[src/rtl/simeck_engine.sv]
// rtl/simeck_engine.sv - Iterative Simeck32/48/64 engine with a one-time expanded round-key store
module simeck_engine #(
  parameter int WORD_W = 16,
  parameter int ROUNDS = 32
) (
  input  logic                clk,
  input  logic                rst_n,
  input  logic                key_valid,
  output logic                key_ready,
  input  logic [4*WORD_W-1:0] key,
  input  logic                blk_in_valid,
  output logic                blk_in_ready,
  input  logic [2*WORD_W-1:0] blk_in,
  input  logic                mode,
  output logic                blk_out_valid,
  input  logic                blk_out_ready,
  output logic [2*WORD_W-1:0] blk_out,
  output logic                key_loaded,
  output logic                busy
);
  localparam int CW = $clog2(ROUNDS);
  localparam logic [WORD_W-1:0] KC = {{(WORD_W-2){1'b1}}, 2'b00};
  localparam logic [CW-1:0] LAST = CW'(ROUNDS-1);
  localparam bit Z1 = (WORD_W == 32);

  generate
    if (!((WORD_W == 16 && ROUNDS == 32) || (WORD_W == 24 && ROUNDS == 36) ||
          (WORD_W == 32 && ROUNDS == 44))) begin : g_bad_cfg
      $error("simeck_engine: unsupported WORD_W/ROUNDS pairing");
    end
  endgenerate

  typedef enum logic [2:0] {IDLE, EXPAND, READY, RUN, DONE} state_t;

  state_t            state;
  logic [CW-1:0]     cnt;
  logic [5:0]        lfsr;
  logic [WORD_W-1:0] kw, t0, t1, t2, l, r;
  logic              dec, in_rdy;
  logic [WORD_W-1:0] rk [ROUNDS];

  function automatic logic [WORD_W-1:0] f(input logic [WORD_W-1:0] x);
    return (x & {x[WORD_W-6:0], x[WORD_W-1:WORD_W-5]}) ^ {x[WORD_W-2:0], x[WORD_W-1]};
  endfunction

  logic [CW-1:0]     rk_idx;
  logic [WORD_W-1:0] rk_cur, t_new, l_nxt, r_nxt;
  logic [5:0]        lfsr_nxt;

  // lfsr[0] is the current z bit; the window shifts down with feedback into the top
  always_comb begin
    rk_idx   = dec ? LAST - cnt : cnt;
    rk_cur   = rk[rk_idx];
    t_new    = kw ^ f(t0) ^ KC ^ {{(WORD_W-1){1'b0}}, lfsr[0]};
    lfsr_nxt = Z1 ? {lfsr[1] ^ lfsr[0], lfsr[5:1]} : {1'b0, lfsr[2] ^ lfsr[0], lfsr[4:1]};
    if (dec) begin
      l_nxt = r;
      r_nxt = l ^ f(r) ^ rk_cur;
    end else begin
      l_nxt = r ^ f(l) ^ rk_cur;
      r_nxt = l;
    end
  end

  assign blk_in_ready = in_rdy & ~key_valid;

  // Store is deliberately left out of reset; key_loaded guards its use
  always_ff @(posedge clk) begin
    if (state == EXPAND) rk[cnt] <= kw;
  end

  always_ff @(posedge clk or negedge rst_n) begin
    if (!rst_n) begin
      state         <= IDLE;
      cnt           <= '0;
      lfsr          <= '0;
      kw            <= '0;
      t0            <= '0;
      t1            <= '0;
      t2            <= '0;
      l             <= '0;
      r             <= '0;
      dec           <= 1'b0;
      in_rdy        <= 1'b0;
      key_ready     <= 1'b0;
      key_loaded    <= 1'b0;
      blk_out_valid <= 1'b0;
      blk_out       <= '0;
      busy          <= 1'b0;
    end else begin
      case (state)
        IDLE, READY: begin
          key_ready <= 1'b1;
          if (key_valid && key_ready) begin
            {t2, t1, t0, kw} <= key;
            lfsr       <= Z1 ? 6'b111111 : 6'b011111;
            cnt        <= '0;
            key_loaded <= 1'b0;
            key_ready  <= 1'b0;
            in_rdy     <= 1'b0;
            busy       <= 1'b1;
            state      <= EXPAND;
          end else if (blk_in_valid && blk_in_ready) begin
            {l, r}    <= blk_in;
            dec       <= mode;
            cnt       <= '0;
            key_ready <= 1'b0;
            in_rdy    <= 1'b0;
            busy      <= 1'b1;
            state     <= RUN;
          end
        end
        EXPAND: begin
          {kw, t0, t1, t2} <= {t0, t1, t2, t_new};
          lfsr <= lfsr_nxt;
          cnt  <= cnt + 1'b1;
          if (cnt == LAST) begin
            cnt        <= '0;
            key_loaded <= 1'b1;
            key_ready  <= 1'b1;
            in_rdy     <= 1'b1;
            busy       <= 1'b0;
            state      <= READY;
          end
        end
        RUN: begin
          l   <= l_nxt;
          r   <= r_nxt;
          cnt <= cnt + 1'b1;
          if (cnt == LAST) begin
            cnt           <= '0;
            blk_out       <= {l_nxt, r_nxt};
            blk_out_valid <= 1'b1;
            state         <= DONE;
          end
        end
        DONE: begin
          if (blk_out_ready) begin
            blk_out_valid <= 1'b0;
            key_ready     <= 1'b1;
            in_rdy        <= 1'b1;
            busy          <= 1'b0;
            state         <= READY;
          end
        end
        default: state <= IDLE;
      endcase
    end
  end
endmodule

[config.mk]
export PLATFORM = sky130hd
export DESIGN_NAME = simeck_engine
export DESIGN_NICKNAME = d
export VERILOG_FILES = /design/src/rtl/simeck_engine.sv
export SDC_FILE = /design/constraint.sdc
export NUM_CORES = 1
export LEC_CHECK = 0
export CAP_MARGIN = 20
export CORE_ASPECT_RATIO = 0.5
export CORE_MARGIN = 8
export CORE_UTILIZATION = 35
export CTS_BUF_LIST = sky130_fd_sc_hd__clkbuf_4
export CTS_CLUSTER_SIZE = 16
export DETAILED_ROUTE_END_ITERATION = 12
export PLACE_DENSITY = 0.51
export SYNTH_ARGS = -nofsm -noshare
export SYNTH_HDL_FRONTEND = slang
export SYNTH_SLANG_ARGS = --single-unit
[constraint.sdc]
create_clock -name clk -period 3.65 [get_ports clk]
set_input_delay 0.73 -clock clk [delete_from_list [all_inputs] [get_ports clk]]
set_output_delay 0.73 -clock clk [all_outputs]
set_load 0.02 [all_outputs]
* Yosys cells after proc, flatten, opt, wreduce, memory -nomap -nowiden
Memories as Yosys holds them, arrays and structs flattened. Index checks and enable logic that the tools add are counted. W data, S select, Z words.
Word-level totals: register bits 147, memory bits (writable) 512, input bits 102, output and inout port bits 37, logic and storage cells 115, memories 1
Cells by class: add/sub/neg operators 2, eq/ne operators 12, mux-type cells 47, bitwise operators 17, reduce and logical (&&, ||, !) cells 20
Memories:
- rk | depth 32, width 16, read ports 1, clocked after memory_dff 0, wr ports 1, line 40 | logic [WORD_W-1:0] rk [ROUNDS];
Operators with widths (number):
- $pmux W16 S2 | 6
- $mux W16 | 10
- $xor A16 B16 Y16 | 8
- $and A16 B16 Y16 | 3
- $mux W5 | 5
- $pmux W5 S2 | 2
- $xor A16 B1 Y16 | 1
- $mux W3 | 5
- $reduce_and A3 Y1 | 5
- $not A14 Y14 | 1
- $mux W1 | 13
- $pmux W3 S4 | 1
- $ne A2 B2 Y1 const B | 5
- $pmux W1 S3 | 3
- $reduce_and A4 Y1 | 2
- $reduce_bool A2 Y1 | 4
- $eq A3 B2 Y1 const B | 2
- $reduce_and A2 Y1 | 3
- $add A5 B1 Y5 const B | 1
- $eq A5 B5 Y1 const B | 1
- $sub A5 B5 Y5 const A | 1
- $pmux W1 S2 | 2
- $reduce_or A2 Y1 | 2
- $eq A3 B1 Y1 const B | 1
- 9 further kinds | 11

* Depth between registers and ports, before layout
word-level depth 6, mapped depth 11, gate-level depth less buffers 8

* Worst setup path before layout
Ideal clock, no wire load.
path type register to register, from register cnt[0], to memory rk[4][0] (enable), library setup time 0.388 ns, data arrival time 2.269 ns, data required time 3.262 ns, setup slack 0.992 ns, stages on the path, launching flop included 8, path buffers 3, period minus slack after synthesis 2.658 ns, cells stage by stage dfrtp_1 > clkbuf_1 > inv_1 > clkbuf_1 > buf_1 > ha_1 > nand2_1 > nor2_1
RTL lines:
- from (decl) | line 36 | logic [CW-1:0] cnt;
- from (signal assigned) | line 116 | cnt <= cnt + 1'b1;
- from (signal assigned) | line 129 | cnt <= cnt + 1'b1;
- to (decl) | line 40
No word-level cell before the write port.

* Final worst setup path
from register dec, to register blk_out[24]
On the way: cells in the longest elaborated chain, start to end 4
RTL lines:
- from (decl) | line 39 | logic dec, in_rdy;
- from (signal assigned) | line 105 | dec <= mode;
- $mux W5 | line 52 | rk_idx = dec ? LAST - cnt : cnt;
- $mem_v2 Z32 W16
- $xor A16 B16 Y16 | line 60 | l_nxt = r ^ f(l) ^ rk_cur;
- $mux W16 (*) | line 56 | if (dec) begin
- to (signal assigned) | line 132 | blk_out <= {l_nxt, r_nxt};
- to (decl) | line 17 | output logic [2*WORD_W-1:0] blk_out,
Every way passes the cells marked *; elsewhere a longest branch is shown, timed or not. A chain may end at the register's enable or synchronous reset.

==> results_dict.tcl <==
set metrics [dict create \
    first_pass_grt_wire_length_mm 143.6 \
    row_count 78 \
    clock_tree.buffer_depth 3 \
    min_from "key[56]" \
    placement.io_buffers 138 \
    path_common_cell "sky130_fd_sc_hd__buf_4" \
    power.ir.vdd_worst_uv 468.4 \
    grt_overflow 0 \
    rr_startpoint "dec" \
    worst_path_max_delay_cell "sky130_fd_sc_hd__nor4_2" \
    worst_clk_skew_ns 0.07263 \
    timing.critical_path.to_type "register" \
    drt-initial-drc-count 2104 \
    total_leakage_power_nw 12.58 \
    cts-resized-gates 0 \
    cts-buffers-inserted 160 \
    floorplan.io_pins 139 \
    cap_violations 0 \
    run_status "complete, no violations" \
    cts_sinks 659 \
    drt_pre_antenna_iters 8 \
    number_of_synthesized_register_bits 659 \
    maxSlewHeadroom_pct 31.11 \
    place.gp.congestion 0.7845 \
    crit_path_start_kind "register" \
    cts.repair_timing.setup_buffer_count 0 \
    clk_transition_reported_paths_ns 0.08 \
    worst_hold_path_type "in -> reg" \
    cts.htree.levels 4 \
    required_ns 4.55 \
    cellPowerDensity_nw_per_um2 911.0 \
    timing.final.crit_share_pct 89.31 \
    clock_insertion_delay_worst_skew_ns 1.09 \
    antenna_left 0 \
    die_width_um 445.9 \
    vias 21604 \
    antenna_violations_before_repair 5 \
    total_of_hold_buffers_inserted_after_clock_tree_synthesis 1 \
    synth_warnings 0 \
    netlist_top_cells_area "sky130_fd_sc_hd__edfxtp_1 48%, sky130_fd_sc_hd__mux4_2 18%, sky130_fd_sc_hd__dfrtp_1 11%" \
    grt_start_max_net_pins 124 \
    synth_async_sr_flop_share_pct 22.31 \
    netlist_instances 2200 \
    area_growth_syn_to_layout_pct 18.33 \
    post_syn_area_per_cell_um2 14.70 \
    period_needed_ns 3.260 \
    synth.top_cell.area_share_pct 47.54 \
    cp_cell_sequence "buf_12, buf_4, mux4_2, o32ai_1, nor4_1, buf_4, nor4_2, xnor2_1, o221ai_1" \
    yosysUniqueCellTypes 49 \
    dominantRegCellSynth "sky130_fd_sc_hd__edfxtp_1" \
    top_cell_type_by_total_area_after_synthesis "sky130_fd_sc_hd__edfxtp_1" \
    cts_tree "built" \
    remaining_drc_errors 0 \
    timing.critical_path.from "dec" \
    dp_hpwl_mm 62.04 \
    postPlaceCellArea_um2 36010 \
    coreArea_um2 91050 \
    timing_worst_setup_path_type "reg -> reg" \
    layout.cell_area.non_filler_um2 38270 \
    design.die.area_um2 103000 \
    timing_max_transition_violations_final 0 \
    track_usage_pct 18.73 \
    number_of_enable_type_register_cells_in_the_synthesized_netlist 512 \
    syn_nets 2307 \
    final_design_utilization_pct 42.02 \
    worstPathMaxFanout 44 \
    setup_viol_count_final 0 \
    timing.setup.tns_ns 0 \
    vias_in_the_first_global_route 21799 \
    rsz_0062_raised_after_global_routing "no" \
    avgViaCountPerCell 5.636 \
    netlist_area_um2 32340 \
    layout.nets 2574 \
    detailedPlace.worstSlack_ns 0.3806 \
    routed_wl_mm 97.96 \
    timing.critical_path.arrival_ns 4.16 \
    clock-root-buffer "sky130_fd_sc_hd__clkbuf_4" \
    dieHeight_um 230.9 \
    tightest_slew_ns 1.033 \
    initial_utilization_pct 35.51 \
    drive_above_1_share_pct 28.90 \
    max_clock_freq_mhz 306.8 \
    final.setup.worst_slack_ns 0.3901 \
    maximum_cell_stage_delay_along_the_critical_path_ns 0.64 \
    fraction_of_the_yosys_area_taken_by_sequential_cells_pct 58.92 \
    hold_violations 0 \
    post_drt_wl_per_cell_um 25.56 \
]
==> per-stage QoR <==
| stage | hold WS, ns | total power [mW] | std cells |
|---|---|---|---|
| floorplan | 0.4344 | 22.33 | 2200 |
| global placement | 0.4737 | 28.15 | 3543 |
| detailed placement | 0.4786 | 28.29 | 3543 |
| CTS | 0.1058 | 35.12 | 3824 |
| global route | 0.1956 | 36.84 | 3827 |
| finish | 0.2625 | 34.86 | 3833 |
==> synthesized netlist by cell type (14+ instances only) <==
| cell | n |
|---|---|
| sky130_fd_sc_hd__a31oi_1 | 61 |
| sky130_fd_sc_hd__a21oi_1 | 24 |
| sky130_fd_sc_hd__buf_1 | 27 |
| sky130_fd_sc_hd__clkbuf_1 | 123 |
| sky130_fd_sc_hd__nor3b_1 | 16 |
| sky130_fd_sc_hd__nor4_1 | 64 |
| sky130_fd_sc_hd__dfrtp_1 | 147 |
| sky130_fd_sc_hd__nand2_1 | 218 |
| sky130_fd_sc_hd__buf_2 | 45 |
| sky130_fd_sc_hd__o32ai_1 | 64 |
| sky130_fd_sc_hd__nor3_1 | 196 |
| sky130_fd_sc_hd__edfxtp_1 | 512 |
| sky130_fd_sc_hd__nor2_1 | 101 |
| sky130_fd_sc_hd__mux4_2 | 256 |
| sky130_fd_sc_hd__buf_6 | 15 |
| sky130_fd_sc_hd__o221ai_1 | 16 |
| sky130_fd_sc_hd__o21ai_0 | 14 |
| sky130_fd_sc_hd__a222oi_1 | 32 |
| sky130_fd_sc_hd__o21ai_1 | 40 |
| sky130_fd_sc_hd__xnor2_1 | 129 |
==> state kept, by name (all words and copies together) (netlist names) <==
name	flops
rk	512
blk_out	32
kw	16
l	16
r	16
t0	16
t1	16
t2	16
cnt	5
lfsr	5
state	3
blk_out_valid	1
busy	1
dec	1
in_rdy	1
key_loaded	1
key_ready	1
==> power by group <==
part	total, mW	switching, mW	internal, mW	leakage, nW
combinational	16.8	9.67	7.11	5.02
sequential	11.4	1.27	10.1	6.29
clock	6.71	3.13	3.58	1.27
total	34.9	14.1	20.8	12.6
==> layout by cell type, fill, tap and decap left out, types with 24 or more instances in the layout <==
cell type,n
sky130_fd_sc_hd__o21ai_1,40
sky130_fd_sc_hd__a21oi_1,24
sky130_fd_sc_hd__dfrtp_1,144
sky130_fd_sc_hd__edfxtp_1,512
sky130_fd_sc_hd__buf_4,164
sky130_fd_sc_hd__clkdlybuf4s50_1,137
sky130_fd_sc_hd__a222oi_1,32
sky130_fd_sc_hd__nor3_1,194
sky130_fd_sc_hd__o32ai_1,64
sky130_fd_sc_hd__nor2_1,96
sky130_fd_sc_hd__nand2_1,218
sky130_fd_sc_hd__clkbuf_4,241
sky130_fd_sc_hd__a31oi_1,61
sky130_fd_sc_hd__mux4_2,256
sky130_fd_sc_hd__nor4_1,62
sky130_fd_sc_hd__xnor2_1,128
==> layout make-up <==
cell class | instances | area [um^2]
Tap cell | 1240 | 1551
Multi-Input combinational cell | 1314 | 12300
Clock buffer | 241 | 1809
Timing Repair Buffer | 327 | 3112
Sequential cell | 659 | 19060
Fill cell | 8352 | 52790
Inverter | 5 | 21.27
Clock inverter | 39 | 387.9
Antenna cell | 8 | 20.02
==> final timing paths <==
check	end	slack (ns)	cells past startpoint
setup / recovery	blk_out[24]	0.39	9
hold / removal	t2[8]	0.26	3
setup reg to reg	blk_out[24]	0.39	9
hold reg to reg	lfsr[1]	0.49	1
max in group asynchronous	l[7]	2.56	3
min in group asynchronous	t0[4]	0.30	2
==> critical path, delay by kind of cell (launching register included) <==
kind	cells	cell delay, ns
buffers and inverters	3	0.81
and+or+nand+nor	2	0.73
DFF	1	0.58
AOI/OAI and AO/OA	2	0.37
muxes	1	0.34
xor gates and xnor gates	1	0.21
==> logic make-up (layout without fill, tap and decap cells) <==
family / after synthesis / in the layout / share of synthesized area (%)
fa+ha+maj: 5 / 5 / 0.1935
buf+inv: 227 / 612 / 3.289
simple gates: 652 / 652 / 10.16
xor+xnor: 132 / 132 / 3.575
compound gates: 264 / 264 / 5.866
mux: 261 / 261 / 18.00
other cells: 0 / 8 / 0
flops: 659 / 659 / 58.92
==> routing by layer <==
layer	vias up	track usage, %	wire length, um
met1	11250	26.33	44600
met5	-	0	7
met4	2	6.253	2162
met2	776	28.40	43460
met3	153	4.702	7727
li1	9423	-	-
No activity file was read; power rests on OpenSTA's default activity.
==> RTL change 1: new RTL, config.mk and constraints unchanged <==
Encoding of `state_t`: now one-hot (5 bits for 5 states).
--- a/src/rtl/simeck_engine.sv
+++ b/src/rtl/simeck_engine.sv
@@ -30,7 +30,7 @@
     end
   endgenerate
 
-  typedef enum logic [2:0] {IDLE, EXPAND, READY, RUN, DONE} state_t;
+  typedef enum logic [4:0] {IDLE = 5'b00001, EXPAND = 5'b00010, READY = 5'b00100, RUN = 5'b01000, DONE = 5'b10000} state_t;
 
   state_t            state;
   logic [CW-1:0]     cnt;
Behaviour: same outputs for any inputs over 10 cycles, from zero or initial values and one cycle with rst_n low; not proved beyond that.
==> RTL change 1 against the unedited design <==
Sequential cell count is 2 higher; via count increased by 23%; power down 13%; clock skew about the same; critical path depth stayed put; routed wire length is 23% higher; design area up 0.22%; area after synthesis up 1.6%; setup slack worse by 0.27 ns.
==> RTL change 1: results (changes against the unedited design) <==
{| class="wikitable"
! Metric !! Value
|-
| Hpwl dp || 77700 µm (was 62000 µm)
|-
| Storage cell area || 0.0191 mm² (about the same)
|-
| Total cell area at the placement stage || 0.0363 mm² (was 0.0360 mm²)
|-
| Largest cells by area after synthesis || edfxtp_1 (47%), dfrtp_1 (11%), a221oi_1 (6.2%) (was edfxtp_1 (48%), mux4_2 (18%), dfrtp_1 (11%))
|-
| Worst hold path type || input port to async pin (was input port to register)
|-
| Synth cell types || 61 (was 49)
|-
| Number of nets in the layout || 3182 (was 2574)
|-
| Placement-stage worst setup slack || 0.114 ns (was 0.381 ns)
|-
| Maximum number of pins on one net before global-route repair || 133 (was 124)
|-
| Cell internal pwr || 17.5 mW (was 20.8 mW)
|-
| Insertion delay of the later-clocked pin in the worst-skew pair || 1.09 ns (about the same)
|-
| Worst-Margin Slew || 1.00 ns (was 1.03 ns)
|-
| Maximum resistive drop on vdd || 0.394 mV (was 0.468 mV)
|-
| Maximum clock rate || 284 MHz (was 307 MHz)
|-
| Data arrival time of the critical path || 4.52 ns (was 4.16 ns)
|-
| Worst reg2reg setup slack || 0.12 ns (was 0.39 ns)
|-
| Cell with the largest stage delay on the worst path || nor3_1 (was nor4_2)
|-
| Gpl congestion || 0.903 (was 0.785)
|-
| Status || completed (unchanged)
|-
| Placed instance count || 4164 (was 3543)
|-
| Share of post-route cells with drive strength above 1 || 15.9% (was 28.9%)
|-
| Number of fill cells || 8946 (was 8352)
|-
| Total CTS buffers || 163 (was 160)
|-
| Global-route usage over all layers || 22.2% (was 18.7%)
|-
| Worst clock skew || 0.0723 ns (was 0.0726 ns)
|-
| Critical register-to-register path startpoint || cnt[2]$_DFFE_PN0P_ (was dec$_DFFE_PN0P_)
|-
| Vias in the first global route || 25700 (was 21800)
|-
| Routed WL per cell || 27.2 µm (was 25.6 µm)
|-
| Router iterations before antenna repair || 6 (was 8)
|-
| Maximum single-stage delay on the critical path || 0.87 ns (was 0.64 ns)
|-
| Number of DRC violations after detailed-routing iteration 0 || 3142 (was 2104)
|-
| Category of cells accounting for the largest share of critical-path delay || compound AO/OA/AOI/OAI gates (was buffers and inverters)
|-
| Total vias in the final route || 26600 (was 21600)
|-
| Proportion of synthesized chip area in sequential cells || 58.1% (was 58.9%)
|-
| Leakage power summed over all cells || 13.0 nW (was 12.6 nW)
|-
| Worst hold margin || 0.179 ns (was 0.263 ns)
|-
| Initial antenna violation count || 8 (was 5)
|-
| Leading post-synthesis cells by instance count || edfxtp_1 (512), nand2_1 (263), a221oi_1 (234) (was edfxtp_1 (512), mux4_2 (256), nand2_1 (218))
|-
| Post-synthesis area per instance || 11.5 µm² (was 14.7 µm²)
|-
| Critical path peak fanout || 35 (was 44)
|-
| Via count normalized by instance count || 5.97 (was 5.64)
|-
| Syn Nets || 2973 (was 2307)
|}
[RTL change 1: routing by layer]
layer  vias up  global-route usage (%)  share of wire, %
li1      11700                       -                 -
met1     13400                    31.3                45
met2      1248                    33.8                44
met3       221                    5.04               8.6
met4         0                    7.20               2.6
met5         -                       0                 0
[RTL change 1: cell families (layout without fill, tap and decap cells)]
group	Yosys count	in the layout	synth area share (%)
compound gates	965	965	20.6
simple gates	731	731	10.5
flops	661	661	58.1
buf+inv	269	591	3.79
mux	133	133	4.12
xor+xnor	102	102	2.72
fa+ha+maj	5	5	0.190
other cells	0	5	0
[RTL change 1: how the worst max path moves through the flow]
stage,from,end
floorplan,cnt[1]$_DFFE_PN0P_,rk[29][0]$_DFFE_PP_
global placement,dec$_DFFE_PN0P_,blk_out[9]$_DFFE_PN0P_
detailed placement,dec$_DFFE_PN0P_,r[9]$_DFFE_PN0P_
CTS,dec$_DFFE_PN0P_,blk_out[9]$_DFFE_PN0P_
global route,cnt[2]$_DFFE_PN0P_,blk_out[22]$_DFFE_PN0P_
finish,cnt[2]$_DFFE_PN0P_,blk_out[22]$_DFFE_PN0P_
[RTL change 1: repair_timing]
item	4_1_cts	5_1_grt
endpoints found under the hold margin	52	0
endpoints found under the setup margin	0	8
resized for setup	0	3
hold buffers	1	0
[RTL change 1: cell type report]
cell class                 count  share of cell area [%]
clock buffer                 238                    4.66
inverter                       6                  0.0914
clock inverter                40                   0.610
timing repair buffer         307                    7.68
sequential                   661                    49.8
antenna                        5                  0.0326
multi-input combinational   1936                    33.0
tap                         1255                    4.09
[RTL change 1: power groups by stage]
stage	clock network, mW	logic (mW)	registers (mW)
after floorplan	0	8.49	10.7
after global placement	0	13.2	10.8
after detailed placement	0	13.3	10.8
after CTS	6.49	13.3	10.6
after global routing	6.84	14.5	10.7
final	6.34	13.5	10.6
==> RTL change 2: new RTL, same flow settings <==
Without the edit above. Make the reset (`rst_n`) synchronous in one clocked block.
--- a/src/rtl/simeck_engine.sv
+++ b/src/rtl/simeck_engine.sv
@@ -69,7 +69,7 @@
     if (state == EXPAND) rk[cnt] <= kw;
   end
 
-  always_ff @(posedge clk or negedge rst_n) begin
+  always_ff @(posedge clk) begin
     if (!rst_n) begin
       state         <= IDLE;
       cnt           <= '0;
Formal check against the unedited RTL: differs if rst_n is asserted again (counterexample within 4 cycles, from zero or initial values and one cycle with rst_n low); with rst_n held inactive, the same outputs for 10 cycles.
==> RTL change 2 against the unedited design <==
Critical path depth shrank 2; first-iteration DRC count is 1.0% lower; design area increased by 2.2%; final cell count up 9.5%; non-clock buffer count is 21 lower; setup slack got worse by 0.080 ns; area after synthesis up 3.2%; routed wire length increased by 9.1%; sequential cell count unchanged; critical path type unchanged; clock skew fell by 0.012 ns.
Power is not compared: it rests on default switching activity, and its combinational part moved more than twofold at a synthesized area within 25%.
==> RTL change 2: results (changes against the unedited design) <==
{| class="wikitable"
! Metric !! Value
|-
| Largest cells by area after synthesis || edfxtp_1 (46%), dfxtp_1 (8.8%), mux4_2 (8.6%) (was edfxtp_1 (48%), mux4_2 (18%), dfrtp_1 (11%))
|-
| Initial antenna violation count || 4 (was 5)
|-
| Number of fill cells || 8877 (was 8352)
|-
| Area share of fa/ha/maj cells after synthesis || 0.188% (was 0.193%)
|-
| Placed instance count || 3902 (was 3543)
|-
| Number of nets in the layout || 2906 (was 2574)
|-
| Gpl congestion || 0.853 (was 0.785)
|-
| Global-route usage over all layers || 19.6% (was 18.7%)
|-
| Post-layout instance count excluding filler cells || 4199 (was 3833)
|-
| Synth cell types || 48 (was 49)
|-
| Share of the synthesized netlist area taken by xor and xnor gates || 3.44% (was 3.58%)
|-
| Met2 Resource Use GR || 30.7% (was 28.4%)
|-
| Worst clock skew || 0.0605 ns (was 0.0726 ns)
|-
| Maximum number of pins on one net before global-route repair || 119 (was 124)
|-
| Critical path peak fanout || 12 (was 44)
|-
| Worst reg2reg setup slack || 0.31 ns (was 0.39 ns)
|-
| Insertion delay of the later-clocked pin in the worst-skew pair || 1.06 ns (was 1.09 ns)
|-
| Maximum single-stage delay on the critical path || 1.05 ns (was 0.64 ns)
|-
| Hpwl dp || 71200 µm (was 62000 µm)
|-
| Max transition margin || 31.1% (about the same)
|-
| Syn Nets || 2657 (was 2307)
|-
| Cell with the largest stage delay on the worst path || nor3_2 (was nor4_2)
|-
| Endpoint of the worst hold path || t2[13]$_SDFFE_PN0P_ (was t2[8]$_DFFE_PN0P_)
|-
| Leading post-synthesis cells by instance count || edfxtp_1 (512), mux2i_1 (261), a21oi_1 (181) (was edfxtp_1 (512), mux4_2 (256), nand2_1 (218))
|-
| Router iterations before antenna repair || 6 (was 8)
|-
| Status || completed (unchanged)
|-
| Total cell area at the placement stage || 0.0369 mm² (was 0.0360 mm²)
|-
| Placement-stage worst setup slack || 0.544 ns (was 0.381 ns)
|-
| Routed WL per cell || 25.5 µm (was 25.6 µm)
|-
| Post-synth ARST share || 0% (was 22.3%)
|-
| Fraction of met1 tracks used by global routing || 27.0% (was 26.3%)
|-
| Worst Reg2Reg Path Length in Cells || 7 (was 9)
|-
| Wire length of the first global-routing pass || 154000 µm (was 144000 µm)
|-
| Met3 usage in global routing || 4.58% (was 4.70%)
|-
| Hold_sp || key[61] (was key[56])
|-
| Multiplexer share of the synthesized area || 18.6% (was 18.0%)
|-
| Gate Count Post-Synth || 2550 (was 2200)
|-
| Critical register-to-register path startpoint || state[0]$_SDFFE_PN0P_ (was dec$_DFFE_PN0P_)
|-
| Data arrival time of the critical path || 4.32 ns (was 4.16 ns)
|-
| Proportion of synthesized chip area in sequential cells || 54.9% (was 58.9%)
|}
-- RTL change 2: worst max path at each step --
stage                          start                  endpoint  cells after the start
2_1_floorplan  state[2]$_SDFFE_PN0P_       rk[27][0]$_DFFE_PP_                      8
6_report       state[0]$_SDFFE_PN0P_  blk_out[17]$_SDFFE_PN0P_                      7
5_1_grt          in_rdy$_SDFFE_PN0P_              blk_in_ready                      2
3_5_place_dp   state[0]$_SDFFE_PN0P_  blk_out[20]$_SDFFE_PN0P_                      7
3_3_place_gp   state[0]$_SDFFE_PN0P_  blk_out[21]$_SDFFE_PN0P_                      7
4_1_cts          in_rdy$_SDFFE_PN0P_              blk_in_ready                      2
-- RTL change 2: metal layers --
metal,wire length [µm],up-vias
met5,0,-
met4,2120,0
met3,7720,137
met2,48600,819
met1,48400,12000
li1,-,10600
-- RTL change 2: worst max-delay path: cells and delay by family, from the launching register on --
family,cells,cell delay (ns)
buffers and inverters,2,0.39
and+or+nand+nor,4,2.13
DFF,1,0.59
AOI/OAI and AO/OA,1,0.13
-- RTL change 2: logic make-up (layout without fill, tap and decap cells) --
logic type / after synthesis / after routing
flops: 659 / 659
compound gates: 537 / 537
simple gates: 519 / 519
mux: 453 / 453
buf+inv: 246 / 619
xor+xnor: 131 / 131
fa+ha+maj: 5 / 5
other cells: 0 / 5
-- RTL change 2: final cells by class --
cell class	instances	share of cell area (%)
repair buffers	306	7.53
well taps	1271	4.07
clock buffers	240	4.61
diodes	5	0.0320
clock inverters	52	0.963
inverters	21	0.211
multi-input cells	1645	35.7
flip-flops and latches	659	46.9
-- RTL change 2: power by group --
| group | internal [mW] | switching [mW] |
|---|---|---|
| logic | 1.49 | 2.07 |
| registers | 8.50 | 0.245 |
| clock network | 3.44 | 3.14 |
